### src/rtl/fmul_share_arb_pkg.sv
`default_nettype none
// ============================================================================
// Module  : fmul_share_arb_pkg
// Brief   : Shared types and defaults for the FP32 multiplier share arbiter.
// Revision: 1.0 - initial release
// ============================================================================
package fmul_share_arb_pkg;

  // IEEE-754 single precision word width
  localparam int FP32_W    = 32;

  // Default number of requesters and multiplier pipe depth
  localparam int DEF_N_REQ = 4;
  localparam int DEF_L_MUL = 3;

  // Exception flags returned with every result, MSB first: {ovf,unf,inv}
  typedef struct packed {
    logic ovf;
    logic unf;
    logic inv;
  } flags_t;

  // Width of a requester index; a single requester still needs one bit
  function automatic int idx_w(input int n);
    return (n > 1) ? $clog2(n) : 1;
  endfunction

endpackage
`default_nettype wire

### src/rtl/fmul_share_arb_rr_arbiter.sv
`default_nettype none
// ============================================================================
// Module  : rr_arbiter
// Brief   : Combinational round-robin grant. The search starts at ptr and the
//           first asserted request wins; en=0 suppresses every grant.
// Revision: 1.0 - initial release
// ============================================================================
module rr_arbiter
  import fmul_share_arb_pkg::*;
#(
  parameter int N  = DEF_N_REQ,
  parameter int IW = idx_w(N)
) (
  input  logic [N-1:0]  req,
  input  logic [IW-1:0] ptr,
  input  logic          en,
  output logic [N-1:0]  grant,
  output logic [IW-1:0] idx
);

  // Rotating priority search starting at ptr, wrapping modulo N
  always_comb begin
    logic          found;
    int            j;
    logic [IW-1:0] j_idx;
    grant = '0;
    idx   = '0;
    found = 1'b0;
    j     = 0;
    j_idx = '0;
    if (en) begin
      for (int k = 0; k < N; k++) begin
        j = int'(ptr) + k;
        if (j >= N) begin
          j = j - N;
        end
        j_idx = IW'(j);
        if (!found && req[j_idx]) begin
          grant[j_idx] = 1'b1;
          idx          = j_idx;
          found        = 1'b1;
        end
      end
    end
  end

endmodule
`default_nettype wire

### src/rtl/fmul_share_arb.sv
`default_nettype none
// ============================================================================
// Module  : fmul_share_arb
// Brief   : Shares one external pipelined FP32 multiplier among N_REQ
//           requesters. Grants are round-robin; a tag pipe matching the
//           multiplier latency routes each result back to its requester.
// Revision: 1.0 - initial release
// ============================================================================
module fmul_share_arb
  import fmul_share_arb_pkg::*;
#(
  parameter int N_REQ = DEF_N_REQ,
  parameter int L_MUL = DEF_L_MUL
) (
  input  logic                          clk,
  input  logic                          rst_n,
  input  logic                          i_en,
  input  logic [N_REQ-1:0]              req_valid,
  input  logic [N_REQ-1:0][FP32_W-1:0]  req_op_a,
  input  logic [N_REQ-1:0][FP32_W-1:0]  req_op_b,
  output logic [N_REQ-1:0]              req_ready,
  output logic                          mul_valid_in,
  output logic [FP32_W-1:0]             mul_op_a,
  output logic [FP32_W-1:0]             mul_op_b,
  input  logic                          mul_valid_out,
  input  logic [FP32_W-1:0]             mul_res,
  input  logic                          mul_ovf,
  input  logic                          mul_unf,
  input  logic                          mul_inv,
  output logic [N_REQ-1:0]              rsp_valid,
  output logic [FP32_W-1:0]             rsp_res,
  output flags_t                        rsp_flags,
  output logic [$clog2(L_MUL+1)-1:0]    o_in_flight,
  output logic                          o_idle,
  output logic                          o_err
);

  localparam int IW = idx_w(N_REQ);
  localparam int CW = $clog2(L_MUL + 1);
  localparam logic [IW-1:0] LAST_IDX = IW'(N_REQ - 1);

  logic [IW-1:0]   rr_ptr;
  logic            arb_en;
  logic [N_REQ-1:0] grant;
  logic [IW-1:0]   gnt_idx;
  logic            issue;

  // Tag pipe: one {valid, requester} entry per multiplier stage
  logic            tag_v   [L_MUL];
  logic [IW-1:0]   tag_idx [L_MUL];
  logic            last_v;
  logic [IW-1:0]   last_idx;

  logic [CW-1:0]   in_flight;
  logic            err;

  // Reset also gates the grant so nothing is offered while rst_n is low
  assign arb_en = i_en & rst_n;

  rr_arbiter #(
    .N  (N_REQ),
    .IW (IW)
  ) u_rr_arbiter (
    .req   (req_valid),
    .ptr   (rr_ptr),
    .en    (arb_en),
    .grant (grant),
    .idx   (gnt_idx)
  );

  assign req_ready    = grant;
  assign issue        = |(grant & req_valid);
  assign mul_valid_in = issue;

  // AND-OR operand mux: zero when nothing is granted
  always_comb begin
    mul_op_a = '0;
    mul_op_b = '0;
    for (int i = 0; i < N_REQ; i++) begin
      if (grant[i]) begin
        mul_op_a = mul_op_a | req_op_a[i];
        mul_op_b = mul_op_b | req_op_b[i];
      end
    end
  end

  // Round-robin pointer moves just past the requester that transferred
  always_ff @(posedge clk or negedge rst_n) begin
    if (!rst_n) begin
      rr_ptr <= '0;
    end else if (issue) begin
      rr_ptr <= (gnt_idx == LAST_IDX) ? '0 : gnt_idx + 1'b1;
    end
  end

  // Tag pipe advances every cycle, mirroring the multiplier stages
  always_ff @(posedge clk or negedge rst_n) begin
    if (!rst_n) begin
      for (int s = 0; s < L_MUL; s++) begin
        tag_v[s]   <= 1'b0;
        tag_idx[s] <= '0;
      end
    end else begin
      tag_v[0]   <= issue;
      tag_idx[0] <= gnt_idx;
      for (int s = 1; s < L_MUL; s++) begin
        tag_v[s]   <= tag_v[s-1];
        tag_idx[s] <= tag_idx[s-1];
      end
    end
  end

  assign last_v   = tag_v[L_MUL-1];
  assign last_idx = tag_idx[L_MUL-1];

  // Route the returning result to the requester named by the last tag
  always_comb begin
    rsp_valid = '0;
    rsp_res   = '0;
    rsp_flags = '0;
    if (last_v) begin
      rsp_valid[last_idx] = 1'b1;
      rsp_res             = mul_res;
      rsp_flags.ovf       = mul_ovf;
      rsp_flags.unf       = mul_unf;
      rsp_flags.inv       = mul_inv;
    end
  end

  // Outstanding-operation counter: simultaneous issue and return cancel
  always_ff @(posedge clk or negedge rst_n) begin
    if (!rst_n) begin
      in_flight <= '0;
    end else begin
      case ({issue, last_v})
        2'b10:   in_flight <= in_flight + CW'(1);
        2'b01:   in_flight <= in_flight - CW'(1);
        default: in_flight <= in_flight;
      endcase
    end
  end

  // Sticky flag: the multiplier strobe must track the tag pipe exactly
  always_ff @(posedge clk or negedge rst_n) begin
    if (!rst_n) begin
      err <= 1'b0;
    end else if (mul_valid_out != last_v) begin
      err <= 1'b1;
    end
  end

  assign o_in_flight = in_flight;
  assign o_idle      = (in_flight == '0);
  assign o_err       = err;

endmodule
`default_nettype wire

### config.mk
export PLATFORM = sky130hd
export DESIGN_NAME = fmul_share_arb
export DESIGN_NICKNAME = d
export VERILOG_FILES = /design/src/rtl/fmul_share_arb_pkg.sv /design/src/rtl/fmul_share_arb_rr_arbiter.sv /design/src/rtl/fmul_share_arb.sv
export SDC_FILE = /design/constraint.sdc
export NUM_CORES = 1
export LEC_CHECK = 0
export CAP_MARGIN = 20
export CORE_AREA = 2 2 160 162
export CTS_CLUSTER_SIZE = 12
export DETAILED_ROUTE_END_ITERATION = 6
export DIE_AREA = 0 0 162 164
export GPL_ROUTABILITY_DRIVEN = 0
export SLEW_MARGIN = 20
export SYNTH_ARGS = -nofsm -noshare
export SYNTH_HDL_FRONTEND = slang
export SYNTH_SLANG_ARGS = --single-unit
export TNS_END_PERCENT = 50
### constraint.sdc
create_clock -name clk -period 4.3 [get_ports clk]
set_input_delay 1.075 -clock clk [delete_from_list [all_inputs] [get_ports clk]]
set_output_delay 1.075 -clock clk [all_outputs]
set_load 0.01 [all_outputs]
==> results.md <==
* Clk Latency, worst-skew pair at 0.24 ns
* PortBufs at 410
* Setup_tns at -0.107 ns
* First-pass DRT Iterations at 4
* Max stage delay on crit path at 0.28 ns
* Min cycle time layout at 4.33 ns
* WL final at 22500 um
* Period utilization at 1.01
* Metal3 WL at 2080 um
* Via count at around 4700
* First-pass GRT wire length at 30000 um
* Crit-path cells: buf_8 > buf_6 > mux2i_2 > nor2_1 > a211oi_2 > a21oi_2 > a31o_4 > buf_12 > buf_12 > buf_16 > a22o_1 > a221o_1 > buf_2
* Synth area leaders: a221o_1, a22o_1, dfrtp_1, and2_1, ha_1
* CP Max Fanout at 7
* Initial antenna violation count at 1
* Mapped Cells at 322
* Yosys top cell area share at 0.234
* Hold path start: tag_idx[4]
* Via density per instance at 4.33
* H-tree depth at 1
* Largest area contributor in the netlist: a221o_1
* Share of cells above drive strength 1 at 0.212
* Clk slew on worst S/H paths at ~0.04 ns
* Distinct cells, synth at 42
* CTS Buf Count at 3
* Final hold vios at 0
* Die area at 26600 um2
* Max Freq at 231 MHz
* Mapped cell area at 2730 um2
* Yosys Warn Count at 0
* Max-capacitance violation count at 0
* GRT Total Usage at 0.151
* Nets at 1065
* Core Rows at 58
* Detailed placer's ending HPWL at 16300 um
* Fillers at 2599
* Top Metal Used: met4
* DRT iter0 DRCs at 293
* Setup WS post-layout at -0.0316 ns
* R2R Path Start: rr_ptr[0]
* Met1 WL at 9050 um
* Flops & latches, synth at 14
* Drt drc at 0
* Min-delay worst type: register to register
* Power, Total at 3070 uW
* Crit path launch: req_valid[0]
* Gr ovfl total at 0
* Area delta synth->final at 184%
* Crit start category: input port
* Clock root buffer: clkbuf_16
* Antenna-violating nets left at 0
* Clk buf depth at 2
* Met2 wire len at 11200 um
* Syn_nets at 630
* Largest net degree at the start of global routing at 42
* Worst IR drop on VDD at between 150 and 200 uV
* CP max-delay cell: a211oi_2
* Worst-Margin Slew at slightly above 0.9 ns
* WP data arrival at 3.26 ns
* CP required at 3.22 ns
* Clock sink count at 14
* Kind of critical path: input port to output port
* Die Width at between 150 and 200 um
* WL per Instance at 20.7 um
* Status: complete, but fails checks
* Slew Limit Fails at 0
* Die Y at 164 um
* Final setup fails at 8
* Max_slew headroom at 0.382
* Initial core utilization at 0.110
* CTS tree: done
* Element type at the critical path end: output port
* Failing checks: negative setup slack
* Layout Utilization at 0.313
* Pwr dens at approximately 400 nW/um2
* RSZ-0062 raised after global routing: yes
* # hold bufs at CTS at 0
* Leakage at around 0.0033 uW
* I/O pins at 411
* Final setup skew at between 0.001 and 0.0015 ns
* Post-place setup slack at -0.762 ns
* Number of global-route vias before repair at 4671
* Core area at about 25000 um2
* Mean Syn Cell Area at around 8.5 um2
* CP most frequent cell: buf_12
* Register area share after synthesis at 0.128
-- routing by layer --
metal  track usage  vias up
li1              -     2203
met1         0.188     2234
met2         0.274      263
met3        0.0336       10
met4        0.0205        0
met5             0        -
-- cell type report --
cell class	count	area, um2	area share
diodes	1	2.50	0.000322
clock buffers	4	88.8	0.0114
inverters	4	15.0	0.00193
multi-input cells	264	2280	0.293
flip-flops and latches	14	350	0.0451
well taps	330	413	0.0532
repair buffers	470	4620	0.595
-- cells by family after synthesis --
family | synth area share
adder cells (fa/ha/maj) | 0.0412
multiplexers | 0.0545
XOR/XNOR | 0.0128
AND/OR/NAND/NOR | 0.153
flip-flops | 0.128
buffers and inverters | 0.0902
AO/OA/AOI/OAI | 0.520
-- worst max-delay path, delay by kind of cell --
family	cells	cell delay (ns)
and+or+nand+nor	1	0.11
muxes	1	0.16
buffers and inverters	6	0.77
AOI/OAI and AO/OA	5	1.12
-- path summary, 6_finish.rpt --
kind | end | slack [ns] | cells past startpoint
worst max-delay path | mul_op_b[7] | -0.03 | 13
worst min-delay path | tag_idx[2] | 0.34 | 0
worst max register to register | o_in_flight[1] | 1.35 | 15
worst min register to register | tag_idx[2] | 0.34 | 0
max in group asynchronous | tag_idx[3] | 3.19 | 2
min in group asynchronous | o_in_flight[1] | 0.97 | 2
-- stage by stage --
| step | instances | area [um2] | hold slack [ns] |
|---|---|---|---|
| final | 1087 | 7770 | 0.343 |
| after global routing | 1087 | 7770 | 0.346 |
| after CTS | 1084 | 7740 | 0.342 |
| after detailed placement | 1058 | 7390 | 0.335 |
| after global placement | 1058 | 7390 | 0.332 |
| after floorplan | 322 | 2730 | 0.331 |
-- Yosys cell counts (all sizes together) --
master / number
nand2b: 2
nor3b: 2
nand2: 10
ha: 9
mux2: 4
buf: 28
o211ai: 5
clkbuf: 12
and3: 3
a31o: 2
a41oi: 1
o22ai: 2
xnor2: 3
a211oi: 2
inv: 4
nor2: 17
a32oi: 2
a22o: 64
nand3: 2
a31oi: 1
a22oi: 3
o21ai: 5
xor2: 1
a221o: 64
mux2i: 10
nor2b: 1
or4: 1
nor3: 1
and2: 36
and3b: 2
dfrtp: 14
a41o: 1
o21a: 1
a21oi: 7
-- where the power goes --
group,internal (uW),switching (uW)
Combinational,1440,1210
Clock,140,49.4
Sequential,175,52.3
-- state kept, by name, indices dropped and copies added, names as in the netlist --
signal	count
tag_idx	4
last_idx	2
o_in_flight	2
rr_ptr	2
tag_v	2
last_v	1
o_err	1
-- layout by cell type (no fill, tap or decap), types with 10 or more instances in the layout --
master,Yosys,final
clkdlybuf4s50_1,0,337
a221o_1,64,64
a22o_1,64,60
buf_2,14,60
and2_1,35,36
buf_4,1,34
nor2_1,17,14
dfrtp_1,14,14
buf_12,0,11
nand2_1,10,10
-- timing repair --
action	in CTS	in global routing
endpoints found under the hold margin	0	0
cloned	10	1
buffers inserted	13	2
setup endpoints to repair	69	64
pin swaps	23	15
gates resized for setup	302	24
Power figures use the tool's default switching activity.
==> patch: new RTL, same flow settings <==
Change the package constant `FP32_W` from 32 to 24.
--- a/src/rtl/fmul_share_arb_pkg.sv
+++ b/src/rtl/fmul_share_arb_pkg.sv
@@ -7,7 +7,7 @@
 package fmul_share_arb_pkg;
 
   // IEEE-754 single precision word width
-  localparam int FP32_W    = 32;
+  localparam int FP32_W    = 24;
 
   // Default number of requesters and multiplier pipe depth
   localparam int DEF_N_REQ = 4;
Interface: changed (6 resized); port bits go from 411 to 315. The function was not compared with the original's and may differ.
==> patch against the original RTL <==
- the run still ends with negative setup slack left
- first-iteration DRC count down 35%
- worst setup slack worse by 0.014 ns
- maximum frequency down 0.32%
- critical path depth down 1
- sequential cell count unchanged
- wire length down 22%
- synthesized area down 12%
- design area down 12%
- total power down 9.6%
- global-route usage down 4.0 points
==> patch: results (changes against the original RTL) <==
The flow ran to the end, but the final reports show violations. The final reports fail on negative setup slack. The maximum number of pins on one net before global-route repair is 34 (-19%). The count of filler cells inserted in the layout came out at 2664 (+2.5%).

The final worst clock skew was 0.00226 ns (+0.000840 ns). Clock tree synthesis selected as its root buffer the cell clkbuf_16. The max-slew headroom at the worst pin is 53.0% (+15 points). The endpoint arrival time on the critical path came out at 3.27 ns (about the same). The internal power summed over all cells came out at 1.64 mW (-6.7%). The H-tree depth reported by CTS is 1 (unchanged).

By count the netlist is led by a221o_1, a22o_1, and2_1. The most used flip-flop cell after synthesis is dfrtp_1. The proportion of power drawn by combinational gates is 85.2% (-1.2 points). The deepest clock path buffer count came out at 2 (unchanged).

The share of final-layout standard cells stronger than drive strength 1 came to 26.6% (+5.4 points). The wire length of the first global-routing pass was 22800 um (-24%). The pre-CTS worst setup slack is -1.04 ns (-0.278 ns). The detailed-route wire length per cell came out at 17.8 um (-14%).

The via count came out at 4170 (-11%). The number of flip-flops in the largest register came out at 4 (unchanged). The met2 wire length came out at 8350 um (-25%). The number of DRC violations after detailed-routing iteration 0 is 190 (-35%).

The total global-route track usage was 11.1% (-4.0 points). The number of failing setup endpoints in the final timing report is 17 (+9). The net count of the mapped netlist is 525 (-17%). The antenna cell count is 0 (-1).

The residual antenna-violating net count after detailed routing came out at 0 (unchanged). The path class of the tightest hold or removal check is flip-flop to flip-flop. After detailed routing, no signal wire sits above met4.

The count of buffers inserted at the top-level ports is 314 (-23%). The proportion of synthesized flip-flops having asynchronous set or reset is 100% (unchanged). The detailed placement HPWL came out at 13000 um (-20%). By area the synthesized netlist is led by a221o_1, a22o_1, dfrtp_1. The net count reported at finish came out at 892 (-16%). The met3 wirelength from detailed routing is 1680 um (-19%). The clock input transition at the sequential cells of the worst setup and hold paths was 0.04 ns (about the same). The number of antenna violations at the first check in global routing came out at 0 (-1). The wire length on met1 came out at 7100 um (-22%). The number of iterations in the first detailed-routing pass came to 5 (+1).

The sequential area share after synthesis is 14.6% (+1.8 points). The peak ir drop on the vdd network is 150 uV (-13%). The setup slack after layout came out at -0.0454 ns (-0.0138 ns). The count of cell types in the netlist is 39 (-7.1%). The leakage power total came to 2.83 nW (-13%). The number of global-route vias before repair is 4078 (-13%).
## patch: cell count changes after synthesis, moves of 4 or more
cell	unedited run	this run
buf_2	14	10
a221o_1	64	48
and2_1	35	28
a22o_1	64	48
## patch: routing by layer
layer | GRT usage (%) | up-vias
li1 | - | 1908
met1 | 13.7 | 1937
met2 | 19.2 | 297
met3 | 2.58 | 28
met4 | 3.46 | 0
met5 | 0 | -
## patch: power groups by stage
stage / combinational [mW] / clock [mW] / sequential, mW
2_1_floorplan: 0.937 / 0 / 0.208
3_3_place_gp: 2.04 / 0 / 0.221
3_5_place_dp: 2.03 / 0 / 0.222
4_1_cts: 2.16 / 0.200 / 0.221
5_1_grt: 2.52 / 0.207 / 0.231
6_report: 2.37 / 0.193 / 0.217
## patch: what timing repair did
item / CTS / global route
pin swaps: 16 / 23
gates cloned: 7 / 8
hold buffers: 0 / 0
endpoints found under the setup margin: 53 / 51
buffers inserted: 11 / 8
resized for setup: 225 / 59
## patch: kinds of logic after synthesis
logic type      after synthesis  share of synthesized area [%]
compound gates              129                           46.9
xor+xnor                      4                           1.46
fa+ha+maj                     9                           4.70
buf+inv                      37                           8.04
flops                        14                           14.6
mux                          13                           5.85
simple gates                 83                           18.5
## patch: final timing paths
path | start | endpoint | slack (ns) | cells after the start
setup / recovery | req_valid[3] | mul_op_a[18] | -0.05 | 12
hold / removal | tag_idx[2] | last_idx[0] | 0.34 | 0
setup reg to reg | rr_ptr[0] | o_in_flight[1] | 1.04 | 14
hold reg to reg | tag_idx[2] | last_idx[0] | 0.34 | 0
max in group asynchronous | rst_n | o_err | 2.89 | 2
min in group asynchronous | rst_n | rr_ptr[1] | 1.20 | 2
## patch: worst max-delay path, stage by stage
cell,delay [ns]
buf_8,0.10
mux2_4,0.30
buf_6,0.12
and3_4,0.17
a2111oi_4,0.22
nor2_2,0.08
o21a_4,0.26
buf_12,0.15
buf_16,0.13
a22o_4,0.24
a221o_1,0.28
buf_6,0.13
## patch: through the flow
step                area, um2  cells  setup TNS (ns)
global placement         6230    948          -46.59
CTS                      6540    970          -0.935
detailed placement       6230    948          -49.99
global route             6840    985           -3.59
finish                   6840    985          -0.259
floorplan                2400    289               0
## patch: final cells by class
type / instances / area share (%)
multi-input combinational: 239 / 30.1
sequential: 14 / 5.12
inverter: 4 / 0.220
tap: 330 / 6.04
clock buffer: 4 / 1.30
timing repair buffer: 394 / 57.2
